<file path="config.mk">
export PLATFORM = sky130hd
export DESIGN_NAME = irq_entry_seq
export DESIGN_NICKNAME = d
export VERILOG_FILES = /design/src/rtl/irq_entry_seq_pkg.sv /design/src/rtl/irq_entry_seq_prio_enc.sv /design/src/rtl/irq_entry_seq.sv
export SDC_FILE = /design/constraint.sdc
export NUM_CORES = 1
export LEC_CHECK = 0
export BUFFER_PORTS_ARGS = -buffer_cell sky130_fd_sc_hd__clkbuf_2
export CORE_ASPECT_RATIO = 1.4
export CORE_UTILIZATION = 40
export DETAILED_ROUTE_END_ITERATION = 10
export GPL_TIMING_DRIVEN = 0
export PLACE_DENSITY = 0.79
export SYNTH_ARGS = -nofsm -noshare
export SYNTH_HDL_FRONTEND = slang
export SYNTH_SLANG_ARGS = --single-unit
</file>
<file path="constraint.sdc">
create_clock -name clk_i -period 2.25 [get_ports clk_i]
set_input_delay 0.225 -clock clk_i [delete_from_list [all_inputs] [get_ports clk_i]]
set_output_delay 0.225 -clock clk_i [all_outputs]
set_load 0.03 [all_outputs]
</file>
<file path="src/rtl/irq_entry_seq_pkg.sv">
// Shared AVR core constants used by the interrupt entry sequencer.
package avr_constants;

   // SREG bit that globally enables interrupts
   localparam int SREG_I_BIT = 7;

   // Width of a latched interrupt index (up to 32 request lines)
   localparam int IRQ_IDX_W = 5;

   // Entry sequencer states; encodings are fixed so debug views stay stable
   typedef enum logic [1:0] {
      ST_IDLE   = 2'd0,
      ST_PUSH_L = 2'd1,
      ST_PUSH_H = 2'd2,
      ST_VECTOR = 2'd3
   } irq_state_e;

endpackage

</file>
<file path="src/rtl/irq_entry_seq_prio_enc.sv">
// Lowest-index-first priority encoder for interrupt request lines.
module irq_prio_enc
   import avr_constants::*;
#(
   parameter int NUM_IRQ = 8
) (
   input  logic [NUM_IRQ-1:0]   req,
   output logic                 valid,
   output logic [IRQ_IDX_W-1:0] idx
);

   // Scan from the top down so the lowest set bit is the last one written
   always_comb begin
      valid = 1'b0;
      idx   = '0;
      for (int i = NUM_IRQ - 1; i >= 0; i--) begin
         if (req[i]) begin
            valid = 1'b1;
            idx   = IRQ_IDX_W'(i);
         end
      end
   end

endmodule

</file>
<file path="src/rtl/irq_entry_seq.sv">
// Interrupt entry sequencer: pushes the return PC, clears SREG.I and
// vectors the core, stalling it for the three-cycle entry sequence.
module irq_entry_seq
   import avr_constants::*;
#(
   parameter int NUM_IRQ    = 8,
   parameter int PC_W       = 16,
   parameter int VEC_STRIDE = 2
) (
   input  logic               clk_i,
   input  logic               rst_i,
   input  logic               ena_i,
   input  logic [NUM_IRQ-1:0] irq_req_i,
   output logic [NUM_IRQ-1:0] irq_ack_o,
   input  logic               boundary_i,
   input  logic               i_flag_i,
   input  logic [PC_W-1:0]    pc_i,
   input  logic [15:0]        sp_i,
   output logic               stall_o,
   output logic               ram_we_o,
   output logic [15:0]        ram_adr_o,
   output logic [7:0]         ram_data_o,
   output logic               sp_we_o,
   output logic               sp_pop_o,
   output logic [7:0]         sreg_we_o,
   output logic [7:0]         sreg_o,
   output logic               pc_load_o,
   output logic [PC_W-1:0]    pc_vec_o
);

   irq_state_e           state_q, state_d;
   logic [IRQ_IDX_W-1:0] idx_r;
   logic [PC_W-1:0]      pc_r;
   logic                 enc_valid;
   logic [IRQ_IDX_W-1:0] enc_idx;
   logic                 take;

   irq_prio_enc #(.NUM_IRQ(NUM_IRQ)) u_prio (
      .req   (irq_req_i),
      .valid (enc_valid),
      .idx   (enc_idx)
   );

   // Entry is only taken at an instruction boundary with interrupts enabled
   assign take = (state_q == ST_IDLE) && boundary_i && i_flag_i && enc_valid;

   // State register plus request/PC capture; ena_i low freezes everything
   always_ff @(posedge clk_i or posedge rst_i) begin
      if (rst_i) begin
         state_q <= ST_IDLE;
         idx_r   <= '0;
         pc_r    <= '0;
      end else if (ena_i) begin
         state_q <= state_d;
         if (take) begin
            idx_r <= enc_idx;
            pc_r  <= pc_i;
         end
      end
   end

   // Next state and output decode from registered state only
   always_comb begin
      state_d    = state_q;
      stall_o    = 1'b0;
      ram_we_o   = 1'b0;
      ram_adr_o  = '0;
      ram_data_o = '0;
      sp_we_o    = 1'b0;
      sp_pop_o   = 1'b0;
      sreg_we_o  = '0;
      sreg_o     = '0;
      pc_load_o  = 1'b0;
      pc_vec_o   = '0;
      irq_ack_o  = '0;
      case (state_q)
         ST_IDLE: begin
            if (take) state_d = ST_PUSH_L;
         end
         ST_PUSH_L: begin
            stall_o    = 1'b1;
            ram_we_o   = 1'b1;
            ram_adr_o  = sp_i;
            ram_data_o = pc_r[7:0];
            sp_we_o    = 1'b1;
            // Clear only the I bit so nested entries need an explicit re-enable
            sreg_we_o  = 8'(1 << SREG_I_BIT);
            sreg_o     = 8'h00;
            state_d    = ST_PUSH_H;
         end
         ST_PUSH_H: begin
            stall_o    = 1'b1;
            ram_we_o   = 1'b1;
            ram_adr_o  = sp_i;
            ram_data_o = 8'(pc_r >> 8);
            sp_we_o    = 1'b1;
            state_d    = ST_VECTOR;
         end
         ST_VECTOR: begin
            stall_o   = 1'b1;
            pc_load_o = 1'b1;
            // Truncation to PC_W gives the modulo wrap of the vector address
            pc_vec_o  = PC_W'((32'(idx_r) + 32'd1) * 32'(VEC_STRIDE));
            for (int i = 0; i < NUM_IRQ; i++)
               irq_ack_o[i] = (idx_r == IRQ_IDX_W'(i));
            state_d   = ST_IDLE;
         end
         default: state_d = ST_IDLE;
      endcase
   end

endmodule

</file>
==> results of run 1 <==
metal layers:
layer  track usage [%]  vias to the layer above  wire [µm]
met1              15.9                      630       1230
met3              2.36                        4        168
li1                  -                      702          -
met5                 0                        -          0
met4              3.75                        0         38
met2              33.4                       53       1920
what timing repair did:
| action | in CTS | in global routing |
|---|---|---|
| resized for setup | 0 | 2 |
| setup endpoints to repair | 0 | 10 |
| buffers inserted | 0 | 0 |
final cells by class:
cell class / count / share of cell area, %
plain buffers: 35 / 11.5
clock buffers: 4 / 2.02
inverters: 8 / 1.35
multi-input cells: 122 / 40.1
flip-flops and latches: 21 / 23.6
well taps: 42 / 2.36
repair buffers: 85 / 19.1
worst paths after layout:
| path | from | endpoint | slack, ns | depth (start not counted) |
|---|---|---|---|---|
| min reg2reg | pc_r[4]$_DFFE_PP0P_ | pc_r[4]$_DFFE_PP0P_ | 0.50 | 1 |
| max | state_q[1]$_DFFE_PP0P_ | ram_adr_o[13] | 0.13 | 5 |
| min in group clk_i | pc_i[1] | pc_r[1]$_DFFE_PP0P_ | 0.19 | 2 |
| min | rst_i | pc_r[3]$_DFFE_PP0P_ | 0.10 | 2 |
| max in group asynchronous | rst_i | idx_r[0]$_DFFE_PP0P_ | 1.65 | 2 |
| max reg2reg | state_q[0]$_DFFE_PP0P_ | pc_r[10]$_DFFE_PP0P_ | 0.49 | 6 |
power breakdown:
part | leakage [µW] | internal, µW | switching (µW)
combinational | 0.000987 | 742 | 1340
sequential | 0.000255 | 564 | 125
clock | 0.0000228 | 126 | 113
total | 0.00126 | 1430 | 1580
registers in the layout (all words and copies together) (netlist names):
name     flops
idx_r        3
pc_r        16
state_q      2
stage by stage:
stage	total power [µW]	hold slack [ns]	util (%)	setup TNS [ns]
after floorplan	2250	0.202	-	0
after global placement	2740	0.395	58.4	0
after detailed placement	2790	0.407	58.4	0
after CTS	3030	0.131	59.6	0
after global routing	3220	0.186	59.6	-0.0227
final	3010	0.103	59.6	0
cell families (layout without fill, tap and decap cells):
logic type      Yosys count  after routing
mux                      19             19
other cells               1             28
fa+ha+maj                11             11
compound gates           17             17
buf+inv                  43            132
flops                    21             21
simple gates             47             47
worst register-to-register path: cells and delay by family (launching register included):
family	cells	cell delay (ns)
buffers and inverters	2	0.33
flip-flops	1	0.41
adder cells (fa/ha/maj)	1	0.18
AND/OR/NAND/NOR	1	0.16
multiplexers	1	0.35
AO/OA/AOI/OAI	1	0.22
Yosys cell counts:
cell / instances
nand4_1: 1
a21oi_1: 2
a21oi_4: 1
nor2b_1: 12
a21oi_2: 1
conb_1: 1
inv_1: 8
mux2_1: 4
o311ai_0: 1
nor2_1: 4
o21a_1: 1
nor4_4: 2
mux2_4: 1
and3_1: 3
ha_1: 11
nand2_1: 1
a22oi_1: 8
nor3_1: 2
dfrtp_1: 21
buf_4: 29
clkbuf_1: 4
mux2i_1: 1
and2_1: 22
o21ai_0: 3
mux2_2: 13
buf_6: 2
==> summary.md, run 1 <==
| Metric | Value |
|---|---|
| Total iterations of the first detailed-routing run | 4 |
| Synth cell types | 26 |
| DP Area | 0.00218 mm² |
| CTS buffer count | 3 |
| Mapped cell area | 0.00160 mm² |
| Kind of cell adding the most delay to the critical path | buffers and inverters |
| Fillcell total | between 300 and 400 |
| Latest clock arrival within the worst-skew pair | around 0.25 ns |
| Root Driver | clkbuf_8 |
| Commonest cells after routing, fill and taps aside | 86 x clkbuf_2, 29 x buf_4, 28 x conb_1 |
| Vias/cell | 4.38 |
| Largest net degree at the start of global routing | 22 |
| Die Footprint | around 0.0043 mm² |
| Clock sink count | 21 |
| Vias in the first global route | 1369 |
| Largest family of logic cells by synthesized area | simple AND/OR/NAND/NOR gates |
| Die Span Y | 76.9 µm |
| Worst Path Required | 2.03 ns |
| DR vias | around 1400 |
| DIE WIDTH | 55.5 µm |
| Ant. Diodes | 0 |
| Setup CP Type | reg2out |
| Synth Register Bits | 21 |
| Setup violations, final | 0 |
| Io pins | 114 |
| Final Skew | 0.00376 ns |
| Port buffer count | 85 |
| Finished Cell Area | roughly 0.0022 mm² |
| Initial antenna violation count | 0 |
| CTS tree | done |
| Final RePlAce weighted congestion | 0.767 |
| Average size of a mapped cell | between 10 and 15 µm² |
| Compound-Gate Fraction of Synth Area | ~7.9% |
| Dpl cells | about 310 |
| Sequential Area | ~530 µm² |
| Status | finished, final reports clean |
| Post-layout min period | 2.12 ns |
| Most common cell after layout, fill and taps aside | clkbuf_2 |
| Endpoints failing hold | 0 |
| Final Net Count | 332 |
| Crit. End Element | output pin |
| Initial Util | 42.9% |
| Area of the multi-input gates | 895 µm² |
| H-tree Lvls | 1 |
| Crit path cell chain | inv_1, ha_1, clkbuf_1, and2_1, clkbuf_2 |
| DRT antenna net count | 0 |
| Hold/Removal Path Class | in2async |
| Crit-path max FO | 10 |
| Crit path DAT | 1.89 ns |
| Area added between synthesis and finish | 39.0% |
| Slowest stage delay, CP | 0.47 ns |
| Worst VDD drop | 0.989 mV |
| Grt ovf | 0 |
| Post-Synth Simple-Gate Area | approximately a fifth |
| Drt total wl | 3360 µm |
| PwrDens | around 1300 mW/mm² |
| Final worst slack | 0.130 ns |
| Synth Warn # | 0 |
| Critical Path Start Type | flip-flop |
| Initial DRC count | 25 |
| Hold_buf cts | 0 |
| First-pass GRT wire length | 5660 µm |
| Worst-path clk slew | 0.07 ns |
| Synth top area cells | dfrtp_1 33%, buf_4 14%, mux2_2 9.1%, and2_1 8.6%, ha_1 8.6% |
| Synth Area in Adders | 8.58% |
| Slowest cell on the critical path | ha_1 |
| Xor/xnor share of the synthesized area | 0% |
| Max frequency | 472 MHz |
| Finished Layout Cells | 317 |
| Worst-margin pin slew | 0.808 ns |
| Post-synthesis sequential area ratio | between 30% and 40% |
| FP Rows | 26 |
| Avg WL per Cell | 10.6 µm |
| Final worst path period share | between 90% and 100% |
| DRC Markers | 0 |
| Slew headroom | 46.1% |
| Cells after Synth | 159 |
| Area fraction of the dominant cell type after synthesis | 32.8% |
| Max clock buf depth | 2 |
| Tot GR Track Use | between 10% and 20% |
| Lkg Pwr | 0.00126 µW |
| Mux share of post-synthesis cell area | between 10% and 20% |
| Max-Cap Viols | 0 |
| Core Area | 0.00374 mm² |
| Area leader, netlist | dfrtp_1 |
| Max-slew violations | 0 |
| Dpl ws | approximately 0.37 ns |
| DP HPWL | ~2800 µm |
| Layout cells sized above 1 | 50.2% |
| WP buf/inv | 3 |
Power figures use the tool's default switching activity.
==> run 2: changes to the inputs <==
==> constraint.sdc (replaced) <==
create_clock -name clk_i -period 2.3 [get_ports clk_i]
set_input_delay 0.23 -clock clk_i [delete_from_list [all_inputs] [get_ports clk_i]]
set_output_delay 0.23 -clock clk_i [all_outputs]
set_load 0.1 [all_outputs]
==> run 2 against run 1 <==
Net effect:
- routed wire length rose by 4.4%
- first-iteration DRC count fell by 40%
- critical path depth did not move
- via count rose by 0.86%
- largest cell class unchanged
==> summary.md, run 2 (synthesis results as in run 1) <==
| Metric | Value |
|---|---|
| Initial Util | 42.9% |
| Die Span Y | 76.9 µm |
| Most flops, register | pc_r |
| Final worst path period share | 92.6% |
| Fillcell total | 339 |
| RSZ-0062 raised after global routing | false |
| Layout cells sized above 1 | 61.9% |
| DR vias | 1401 |
| Avg WL per Cell | 11.1 µm |
| Commonest cells after routing, fill and taps aside | 63 x clkbuf_2, 29 x buf_4, 28 x conb_1 |
| Dpl cells | 313 |
| Endpoints failing hold | 0 |
| First-pass GRT wire length | 5970 µm |
| Max-Cap Viols | 0 |
| Vias in the first global route | ~1300 |
| Worst-path clk slew | roughly 0.08 ns |
| Final Skew | 0.00418 ns |
| Post-route setup TNS | 0 ns |
| FP Rows | 26 |
| CTS buffer count | 3 |
| Finished Cell Area | 0.00239 mm² |
| Initial antenna violation count | 0 |
| Final Net Count | 330 |
| Max frequency | 470 MHz |
| Final RePlAce weighted congestion | 0.701 |
| Max-slew violations | 0 |
| Root Driver | clkbuf_8 |
| Worst-margin pin slew | ~0.78 ns |
| Setup violations, final | 0 |
| Die Footprint | 0.00427 mm² |
| Io pins | 114 |
| Port buffer count | 85 |
| H-tree Lvls | 1 |
| Most common cell after layout, fill and taps aside | clkbuf_2 |
| Clock sink count | 21 |
| Area added between synthesis and finish | 48.8% |
| Worst Path Required | between 2 and 2.5 ns |
| Critical Path Start Type | flip-flop |
| Hold/Removal Path Class | in2async |
| Tot GR Track Use | 17.1% |
| Biggest registers after layout | pc_r x16, idx_r x3, state_q x2 |
| Crit path DAT | 1.90 ns |
| Finished Layout Cells | approximately 320 |
| Ant. Diodes | 0 |
| Initial DRC count | 15 |
| CTS tree | done |
| Core Area | 0.00374 mm² |
| Slew headroom | between 40% and 50% |
| Max clock buf depth | 2 |
| DP HPWL | 2850 µm |
| DRC Markers | 0 |
| Number of flip-flops in the largest register | 16 |
| DIE WIDTH | 55.5 µm |
| Setup CP Type | reg2out |
| Total iterations of the first detailed-routing run | 4 |
| Vias/cell | 4.45 |
| Dpl ws | 0.193 ns |
| Crit-path max FO | 10 |
| Final worst slack | 0.171 ns |
| Crit. End Element | output pin |
| Post-layout min period | 2.13 ns |
| Largest net degree at the start of global routing | 22 |
| Status | finished, final reports clean |
| Drt total wl | between 3000 and 4000 µm |
| Hold_buf cts | 0 |
| Grt ovf | 0 |
| Latest clock arrival within the worst-skew pair | 0.26 ns |
| DP Area | 0.00229 mm² |
| DRT antenna net count | 0 |
## run 2: cell types whose count changed in the layout (fill, tap and decap cells not counted), sizes merged
cell,before,now
clkbuf,93,91
## run 2: path summary, 6_finish.rpt
kind,cells past startpoint,slack [ns],from,end
worst max-delay path,5,0.17,state_q[1]$_DFFE_PP0P_,ram_adr_o[0]
worst min-delay path,2,0.08,rst_i,pc_r[9]$_DFFE_PP0P_
worst max register to register,7,0.59,state_q[0]$_DFFE_PP0P_,state_q[1]$_DFFE_PP0P_
worst min register to register,1,0.49,pc_r[4]$_DFFE_PP0P_,pc_r[4]$_DFFE_PP0P_
max in group asynchronous,2,1.73,rst_i,pc_r[3]$_DFFE_PP0P_
min in group clk_i,2,0.18,pc_i[3],pc_r[3]$_DFFE_PP0P_
## run 2: cell type report
type | instances | area [µm²] | share of cell area [%]
clock buffers | 4 | 45.0 | 1.89
multi-input cells | 122 | 998 | 41.8
repair buffers | 85 | 485 | 20.3
well taps | 42 | 52.6 | 2.20
inverters | 8 | 30.0 | 1.26
plain buffers | 33 | 250 | 10.5
flip-flops and latches | 21 | 526 | 22.0
## run 2: per-layer routing
| layer | wire [µm] | up-vias | global-route usage (%) |
|---|---|---|---|
| met4 | 42 | 0 | 5.25 |
| met2 | 1890 | 71 | 33.4 |
| met5 | 0 | - | 0 |
| met1 | 1260 | 628 | 16.6 |
| met3 | 311 | 4 | 5.56 |
| li1 | - | 698 | - |
## run 2: critical path, cell delays in order, from the launching register on
cell,delay [ns]
dfrtp_1,0.40
inv_1,0.10
ha_2,0.43
clkbuf_2,0.22
and2_2,0.17
clkbuf_4,0.32
## run 2: stage by stage
step	hold WS, ns	utilization (%)
6_report	0.0814	63.8
5_1_grt	0.184	63.8
4_1_cts	0.121	63.9
3_5_place_dp	0.400	61.1
3_3_place_gp	0.385	61.1
2_1_floorplan	0.207	-
## run 2: timing repair
action	CTS	global route
endpoints found under the setup margin	24	23
buffers inserted	0	0
gates resized for setup	24	4
Power of run 2 is not shown: default switching activity piles up to over one toggle a cycle in this logic, so the estimate is an artifact.
